## src/rtl/glitc_trig_pkg.sv

```systemverilog
// Shared types and constants for the GLITC correlator trigger path.
// Debug field offsets describe debug_o when CORR_TRIG_DEBUG_EN is defined.
package glitc_trig_pkg;

  localparam int CORR_WIDTH_DEF = 12;

  typedef enum logic [1:0] {
    IDLE    = 2'd0,
    ABOVE   = 2'd1,
    HOLDOFF = 2'd2
  } trig_state_t;

  localparam int DBG_CORR_LSB   = 0;
  localparam int DBG_FORCED_BIT = 12;
  localparam int DBG_TRIG_BIT   = 13;
  localparam int DBG_STATE_LSB  = 14;

endpackage

```

## src/rtl/trig_rate_scaler.sv

```systemverilog
// Windowed trigger-rate scaler: free-running gate, saturating count.
// The tick arriving on the last window cycle is folded into that window.
module trig_rate_scaler
  import glitc_trig_pkg::*;
#(
  parameter int SCALER_WIDTH       = 16,
  parameter int SCALER_WINDOW_LOG2 = 14
) (
  input  logic                    clk_i,
  input  logic                    rst_i,
  input  logic                    tick,
  output logic [SCALER_WIDTH-1:0] count,
  output logic                    valid
);

  logic [SCALER_WINDOW_LOG2-1:0] win;
  logic [SCALER_WIDTH-1:0]       acc;
  logic [SCALER_WIDTH-1:0]       acc_nxt;
  logic                          last;

  assign last    = &win;
  assign acc_nxt = (tick && !(&acc)) ? acc + 1'b1 : acc;

  always_ff @(posedge clk_i or posedge rst_i) begin
    if (rst_i) begin
      win   <= '0;
      acc   <= '0;
      count <= '0;
      valid <= 1'b0;
    end else begin
      win   <= win + 1'b1;
      valid <= last;
      if (last) begin
        count <= acc_nxt;
        acc   <= '0;
      end else begin
        acc <= acc_nxt;
      end
    end
  end

endmodule

```

## src/rtl/corr_trigger_gen.sv

```systemverilog
// Threshold/peak trigger on single_corr_v6 output with holdoff and scaler.
// Define CORR_TRIG_DEBUG_EN to register the ILA debug bus on debug_o.
module corr_trigger_gen
  import glitc_trig_pkg::*;
#(
  parameter int CORR_WIDTH         = CORR_WIDTH_DEF,
  parameter int PEAK_MAX_LEN       = 16,
  parameter int SCALER_WIDTH       = 16,
  parameter int SCALER_WINDOW_LOG2 = 14
) (
  input  logic                    clk_i,
  input  logic                    rst_i,
  input  logic                    enable_i,
  input  logic [CORR_WIDTH-1:0]   corr_i,
  input  logic [CORR_WIDTH-1:0]   threshold_i,
  input  logic [7:0]              holdoff_i,
  output logic                    trig_o,
  output logic [CORR_WIDTH-1:0]   trig_peak_o,
  output logic                    trig_forced_o,
  output logic [SCALER_WIDTH-1:0] scaler_o,
  output logic                    scaler_valid_o,
  output logic [15:0]             debug_o
);

  localparam logic [7:0] MAX_LEN = 8'(PEAK_MAX_LEN);

  trig_state_t           state;
  logic [CORR_WIDTH-1:0] peak;
  logic [CORR_WIDTH-1:0] peak_nxt;
  logic [CORR_WIDTH-1:0] fire_peak;
  logic [7:0]            len;
  logic [7:0]            len_nxt;
  logic [7:0]            hcnt;
  logic                  over;
  logic                  fire;
  logic                  fire_forced;

  always_comb begin
    over        = corr_i > threshold_i;
    peak_nxt    = (corr_i > peak) ? corr_i : peak;
    len_nxt     = len + 8'd1;
    fire        = 1'b0;
    fire_forced = 1'b0;
    fire_peak   = peak_nxt;
    if (enable_i) begin
      unique case (state)
        IDLE: begin
          // A one-sample max length fires straight from the arming sample
          if (over && MAX_LEN == 8'd1) begin
            fire        = 1'b1;
            fire_forced = 1'b1;
            fire_peak   = corr_i;
          end
        end
        ABOVE: begin
          if (!over) begin
            fire      = 1'b1;
            fire_peak = peak;
          end else if (len_nxt == MAX_LEN) begin
            fire        = 1'b1;
            fire_forced = 1'b1;
          end
        end
        default: ;
      endcase
    end
  end

  always_ff @(posedge clk_i or posedge rst_i) begin
    if (rst_i) begin
      state         <= IDLE;
      peak          <= '0;
      len           <= '0;
      hcnt          <= '0;
      trig_o        <= 1'b0;
      trig_forced_o <= 1'b0;
      trig_peak_o   <= '0;
    end else begin
      trig_o        <= fire;
      trig_forced_o <= fire_forced;
      if (fire) trig_peak_o <= fire_peak;
      if (!enable_i) begin
        state <= IDLE;
      end else if (fire) begin
        if (holdoff_i == 8'd0) begin
          state <= IDLE;
        end else begin
          state <= HOLDOFF;
          hcnt  <= holdoff_i;
        end
      end else begin
        unique case (state)
          IDLE: begin
            if (over) begin
              state <= ABOVE;
              peak  <= corr_i;
              len   <= 8'd1;
            end
          end
          ABOVE: begin
            peak <= peak_nxt;
            len  <= len_nxt;
          end
          HOLDOFF: begin
            hcnt <= hcnt - 8'd1;
            if (hcnt == 8'd1) state <= IDLE;
          end
          default: state <= IDLE;
        endcase
      end
    end
  end

  trig_rate_scaler #(
    .SCALER_WIDTH       (SCALER_WIDTH),
    .SCALER_WINDOW_LOG2 (SCALER_WINDOW_LOG2)
  ) u_scaler (
    .clk_i (clk_i),
    .rst_i (rst_i),
    .tick  (trig_o),
    .count (scaler_o),
    .valid (scaler_valid_o)
  );

`ifdef CORR_TRIG_DEBUG_EN
  always_ff @(posedge clk_i or posedge rst_i) begin
    if (rst_i) begin
      debug_o <= '0;
    end else begin
      debug_o[DBG_STATE_LSB +: 2]   <= state;
      debug_o[DBG_TRIG_BIT]         <= trig_o;
      debug_o[DBG_FORCED_BIT]       <= trig_forced_o;
      debug_o[DBG_CORR_LSB +: 12]   <= corr_i[11:0];
    end
  end
`else
  assign debug_o = '0;
`endif

endmodule
```

## config.mk

```make
export PLATFORM = sky130hd
export DESIGN_NAME = corr_trigger_gen
export DESIGN_NICKNAME = d
export VERILOG_FILES = /design/src/rtl/glitc_trig_pkg.sv /design/src/rtl/trig_rate_scaler.sv /design/src/rtl/corr_trigger_gen.sv
export SDC_FILE = /design/constraint.sdc
export NUM_CORES = 1
export LEC_CHECK = 0
export BUFFER_PORTS_ARGS = -buffer_cell sky130_fd_sc_hd__buf_2
export CAP_MARGIN = 20
export CORE_MARGIN = 5
export CORE_UTILIZATION = 61
export CTS_CLUSTER_DIAMETER = 80
export CTS_CLUSTER_SIZE = 16
export DETAILED_ROUTE_END_ITERATION = 6
export PLACE_DENSITY = 0.86
export SKIP_CTS_REPAIR_TIMING = 1
export SYNTH_ARGS = -nofsm -noshare
export SYNTH_HDL_FRONTEND = slang
export SYNTH_SLANG_ARGS = --single-unit
```

## constraint.sdc

```tcl
create_clock -name clk_i -period 9.1 [get_ports clk_i]
set_clock_uncertainty 0.15 [all_clocks]
set_input_delay 1.365 -clock clk_i [delete_from_list [all_inputs] [get_ports clk_i]]
set_output_delay 1.365 -clock clk_i [all_outputs]
set_load 0.05 [all_outputs]
```

# Yosys cells after proc, flatten, opt, wreduce, memory -nomap -nowiden
# Index checks and enable logic that the tools add are counted.
# Widths: inputs -> output; s select.
[op_classes] addsub=4 mul=0 div=0 n_lt_le_gt_ge=2 n_eq_ne=9 shifts=0 muxes=26 bitwise=1 reduce_logical=11
[op_table] cell="$mux 12" count=5
[op_table] cell="$mux 16" count=2
[op_table] cell="$mux 8" count=4
[op_table] cell="$gt 12x12->1" count=2
[op_table] cell="$pmux 12 s2" count=1
[op_table] cell="$add 16x1->16 const B" count=1
[op_table] cell="$pmux 8 s2" count=1
[op_table] cell="$reduce_and 16->1" count=1
[op_table] cell="$add 14x1->14 const B" count=1
[op_table] cell="$reduce_and 14->1" count=1
[op_table] cell="$mux 2" count=5
[op_table] cell="$add 8x1->8 const B" count=1
[op_table] cell="$eq 8x1->1 const B" count=1
[op_table] cell="$eq 8x5->1 const B" count=1
[op_table] cell="$logic_not 8->1" count=1
[op_table] cell="$ne 4x4->1 const B" count=2
[op_table] cell="$sub 8x1->8 const B" count=1
[op_table] cell="$mux 1" count=7
[op_table] cell="$pmux 2 s3" count=1
[op_table] cell="$reduce_and 3->1" count=2
[op_table] cell="$ne 2x2->1 const B" count=2
[op_table] cell="$reduce_and 4->1" count=1
[op_table] cell="$reduce_bool 2->1" count=2
[op_table] cell="$ne 3x3->1 const B" count=1
[op_table] cell="6 further kinds" count=6
[totals] regBits=91 latch_bits=0 ramBits=0 rom_bits=0 in_bits=35 out_inout_bits=47 word_cells=64 memories=0

# Depth between registers and ports, before layout
[depth] word_depth=8 depth_mapped=11

# Cells and area by module
# Synthesis repeated with hierarchy kept, for this count alone.
[unflattened] cells_unflattened=517 hier_area_um2=5292.6
[by_module_without_submodules] module="corr_trigger_gen" n_inst=1 cells_per_inst=306 area_each_um2=3105.5 seq_area_each_um2=1101.1
[by_module_without_submodules] module="trig_rate_scaler" n_inst=1 cells_per_inst=211 area_each_um2=2187.1 seq_area_each_um2=1176.1

# Worst setup path before layout
# No wires, ideal clock.
[synth_path] path_type="input-to-reg" from="input port threshold_i[9]" to="register hcnt[2]" arrival_time_ps=3346 t_required_ps=8829 slack_ps=5482 stages=10 path_buffers=1 cell_sequence="inv_1 -> ha_1 -> a211oi_1 -> o21ai_0 -> nor4_1 -> a21oi_1 -> a21boi_4 -> buf_6 -> mux2_1 -> o22a_1"
[synth_via] elab_chain_cells=6 elab_cells_between_ends=8 cone_classes="order compare (1); eq/ne (1); mux (4); reduce/logical (2)"
[synth_rtl] item="start, declared" line_no="corr_trigger_gen.sv:15" text="input logic [CORR_WIDTH-1:0] threshold_i,"
[synth_rtl] item="$gt 12x12->1 *" line_no="corr_trigger_gen.sv:39" text="over = corr_i > threshold_i;"
[synth_rtl] item="$mux 1 *" line_no="corr_trigger_gen.sv:56" text="if (!over) begin"
[synth_rtl] item="$mux 1 *" line_no="corr_trigger_gen.sv:46" text="unique case (state)"
[synth_rtl] item="$mux 1 *" line_no="corr_trigger_gen.sv:45" text="if (enable_i) begin"
[synth_rtl] item="$ne 2x2->1 (no line) or $reduce_bool 2->1 (tied branches)"
[synth_rtl] item="$reduce_and 3->1 (no line)"
[synth_rtl] item="end signal, assigned" line_no="corr_trigger_gen.sv:89" text="hcnt <= holdoff_i;"
[synth_rtl] item="end signal, assigned" line_no="corr_trigger_gen.sv:105" text="hcnt <= hcnt - 8'd1;"
[synth_rtl] item="end, declared" line_no="corr_trigger_gen.sv:33" text="logic [7:0] hcnt;"
# Mark *: on every way between the ends. The rest lies on a longest branch, timed or not.
# A chain may end at the register's enable or synchronous reset.

# Final worst setup path
[layout_path] from="input port corr_i[9]" to="register hcnt[7]"
[layout_via] elab_chain_cells=6 elab_cells_between_ends=8 cone_classes="order compare (1); eq/ne (1); mux (4); reduce/logical (2)"
[layout_rtl] item="start, declared" line_no="corr_trigger_gen.sv:14" text="input logic [CORR_WIDTH-1:0] corr_i,"
[layout_rtl] item="$gt 12x12->1 *" line_no="corr_trigger_gen.sv:39"
[layout_rtl] item="$mux 1 *" line_no="corr_trigger_gen.sv:56"
[layout_rtl] item="$mux 1 *" line_no="corr_trigger_gen.sv:46"
[layout_rtl] item="$mux 1 *" line_no="corr_trigger_gen.sv:45"
[layout_rtl] item="$ne 2x2->1 (no line) or $reduce_bool 2->1 (tied branches)"
[layout_rtl] item="$reduce_and 3->1 (no line)"
# Marks and branches as above.

==> results_dict.tcl <==
set metrics [dict create \
    seqCellArea_mm2 0.002277 \
    cts_max_path_buffers 2 \
    first_global_vias 3866 \
    run_status "finished, final reports clean" \
    area.growth.synth_to_final_pct 10.41 \
    critPathArrivalTime_ps 4150 \
    chipWidth_um 101.6 \
    multiInputGateArea_mm2 0.002551 \
    nets 627 \
    cts_inserted_buffers 9 \
    synth_largest_area_cell "dfrtp_1" \
    first_iter_violations 213 \
    dr.pass1.iters 5 \
    antenna_found_initial 0 \
    final_worst_path_period_need_ps 4036 \
    ordered_cell_list_for_the_critical_path "buf_2 > ha_1 > a211oi_1 > o21ai_0 > nor4_1 > a21oi_1 > a21boi_4 > mux2_2 > o22a_1" \
    io_buffer_count 65 \
    max-slew-margin-rel_pct 40.36 \
    yosys.cell_count.top_type "dfrtp_1" \
    number_of_synthesized_flops_with_an_enable_pin 0 \
    antenna_cells 0 \
    ys_dominant_reg_cell "dfrtp_1" \
    io_pins 82 \
    synth.top_cell.area_share_pct 44.49 \
    async_reset_ff_share_pct 100.0 \
    timing_hold_violations_final 0 \
    drt-wirelength-per-cell_um 15.33 \
    setup_tns_ps 0 \
    syn_inst 498 \
    timing_worst_slew_pin_value_ps 892.4 \
    finish.instance_area_mm2 0.005652 \
    power-per-cell-area_mw_per_mm2 228.2 \
    timing.critical_path.buf_inv 1 \
    setup_viol_count_final 0 \
    postRouteAntennaNets 0 \
    clock_sinks 91 \
    p_leak_uw 0.002858 \
    via_per_inst 5.695 \
    cts.reportedPaths.clkPinSlew_ps 110 \
    route.vias.total 3827 \
    largest_incremental_delay_on_the_critical_path_ps 760 \
    grt_pass1_wl_um 17670 \
    timing.critical_path.fanout_max 32 \
    post_route_cells_drive_above_1_share_pct 21.34 \
    unrepaired_setup_endpoints_after_global_routing "no" \
    htree_levels 3 \
    post-dp-hpwl_um 7465 \
    globalRouteTotalUtil_pct 21.28 \
    clock_latency_ps 380 \
    cp-end-kind "flip-flop" \
    floorplan.initialDensity_pct 62.30 \
    maxCapViolCount 0 \
    fmax_mhz 247.8 \
    critical_path_data_required_time_ps 9210 \
    cts-root-buf "clkbuf_8" \
    die_height_um 101.6 \
    yosys_warnings 0 \
    drcViolationCount 0 \
    period_share_pct 44.35 \
    grt_max_degree 62 \
    yosys_register_bits 91 \
    critical-path-slowest-cell "a21boi_4" \
    synth_sequential_area_ratio_pct 44.49 \
    top_cells_by_area_in_the_synthesized_netlist "dfrtp_1, ha_1, nor2_1" \
    grt-ovfl-total 0 \
    die_area_mm2 0.01032 \
    syn-cell-area_mm2 0.005119 \
    setup.worst_path.start_class "primary input" \
    critPathTopFamily "compound AO/OA/AOI/OAI gates" \
    drv_slew 0 \
    crit_type "in2reg" \
    postSynthAreaPerCell_um2 10.28 \
    wl_um 10300 \
    fp.coreArea_mm2 0.008217 \
    tritoncts_clock_tree "yes" \
    min-delay-path-class "reg2reg" \
    place.gp.congestion 0.8783 \
    synth_cell_type_count 57 \
    ys_top_cells_by_count "dfrtp_1, nor2_1, inv_1, a21oi_1, ha_1" \
    fillers 601 \
    fp-row-count 33 \
    place_area_mm2 0.005455 \
    vdd_drop_max_uv 219.6 \
]
[report_power, final]
part           internal (µW)  switching (µW)  leakage (µW)
combinational            176             285       0.00159
clock                    107             165     0.0000966
sequential               484            71.9       0.00117
total                    768             522       0.00286
[routing by layer]
metal	vias to the layer above	share of wire, %	global-route usage [%]
li1	1843	-	-
met1	1856	44	28.84
met2	111	49	34.21
met3	17	5.4	3.512
met4	0	1.8	8.589
met5	-	0	0
[worst paths after layout]
path,start,endpoint,slack (ps),cells past startpoint
worst max-delay path,corr_i[9],hcnt[7]$_DFFE_PP0P_,5060,9
worst min-delay path,u_scaler.win[13]$_DFF_PP0_,u_scaler.win[13]$_DFF_PP0_,330,1
worst max register to register,len[0]$_DFFE_PP0P_,hcnt[7]$_DFFE_PP0P_,5860,8
worst min register to register,u_scaler.win[13]$_DFF_PP0_,u_scaler.win[13]$_DFF_PP0_,330,1
max in group asynchronous,rst_i,u_scaler.win[0]$_DFF_PP0_,6780,3
min in group asynchronous,rst_i,u_scaler.count[12]$_DFFE_PP0P_,850,2
[per-stage QoR]
stage / power, µW / worst slack [ps] / hold slack (ps) / util (%) / instances
3_3_place_gp: 999.8 / 4795 / 301.8 / 66.39 / 656
2_1_floorplan: 915.9 / 5221 / 287.5 / - / 513
6_report: 1290 / 5064 / 325.2 / 68.78 / 672
3_5_place_dp: 1020 / 4701 / 310.9 / 66.39 / 656
4_1_cts: 1296 / 5095 / 327.5 / 68.78 / 672
5_1_grt: 1369 / 4816 / 357.2 / 68.78 / 672
[cells in the final DEF (no fill, tap or decap), drive strengths merged, types with 7 or more instances in the layout]
cell     n
buf     68
mux2    19
nand3   21
clkbuf   9
ha      30
nor3     8
o21ai   13
xnor2   21
nor2    56
nor2b    7
conb    16
inv     41
nand4   12
a21oi   36
dfrtp   91
mux2i   17
xor2     7
nor4     9
nand2   22
[flip-flops by register name, indices dropped and copies added, names as in the netlist]
| signal | cells |
|---|---|
| hcnt | 8 |
| state | 2 |
| u_scaler.acc | 16 |
| peak | 12 |
| u_scaler.count | 16 |
| len | 8 |
| u_scaler.valid | 1 |
| trig_forced_o | 1 |
| trig_peak_o | 12 |
| u_scaler.win | 14 |
| trig_o | 1 |
[kinds of logic after synthesis]
logic type / Yosys count / share of synthesized area, %
flops: 91 / 44.49
mux: 36 / 8.238
buf+inv: 69 / 6.771
xor+xnor: 28 / 4.791
compound gates: 87 / 12.76
fa+ha+maj: 30 / 7.333
other cells: 1 / 0.07326
simple gates: 156 / 15.55
[worst reg2reg max path, stage by stage (launching register included)]
cell	delay (ps)
dfrtp_1	490
ha_1	300
nand3_1	170
nor2_1	150
xnor2_1	200
o2111ai_4	290
a21boi_4	780
mux2_2	420
o22a_1	180
[cell type report]
class	instances	share of cell area, %
Multi-Input combinational cell	353	45.14
Sequential cell	91	40.29
Timing Repair Buffer	68	6.155
Inverter	39	2.612
Tap cell	105	2.325
Clock buffer	9	2.192
Clock inverter	7	1.284
(Power assumes the default switching activity.)
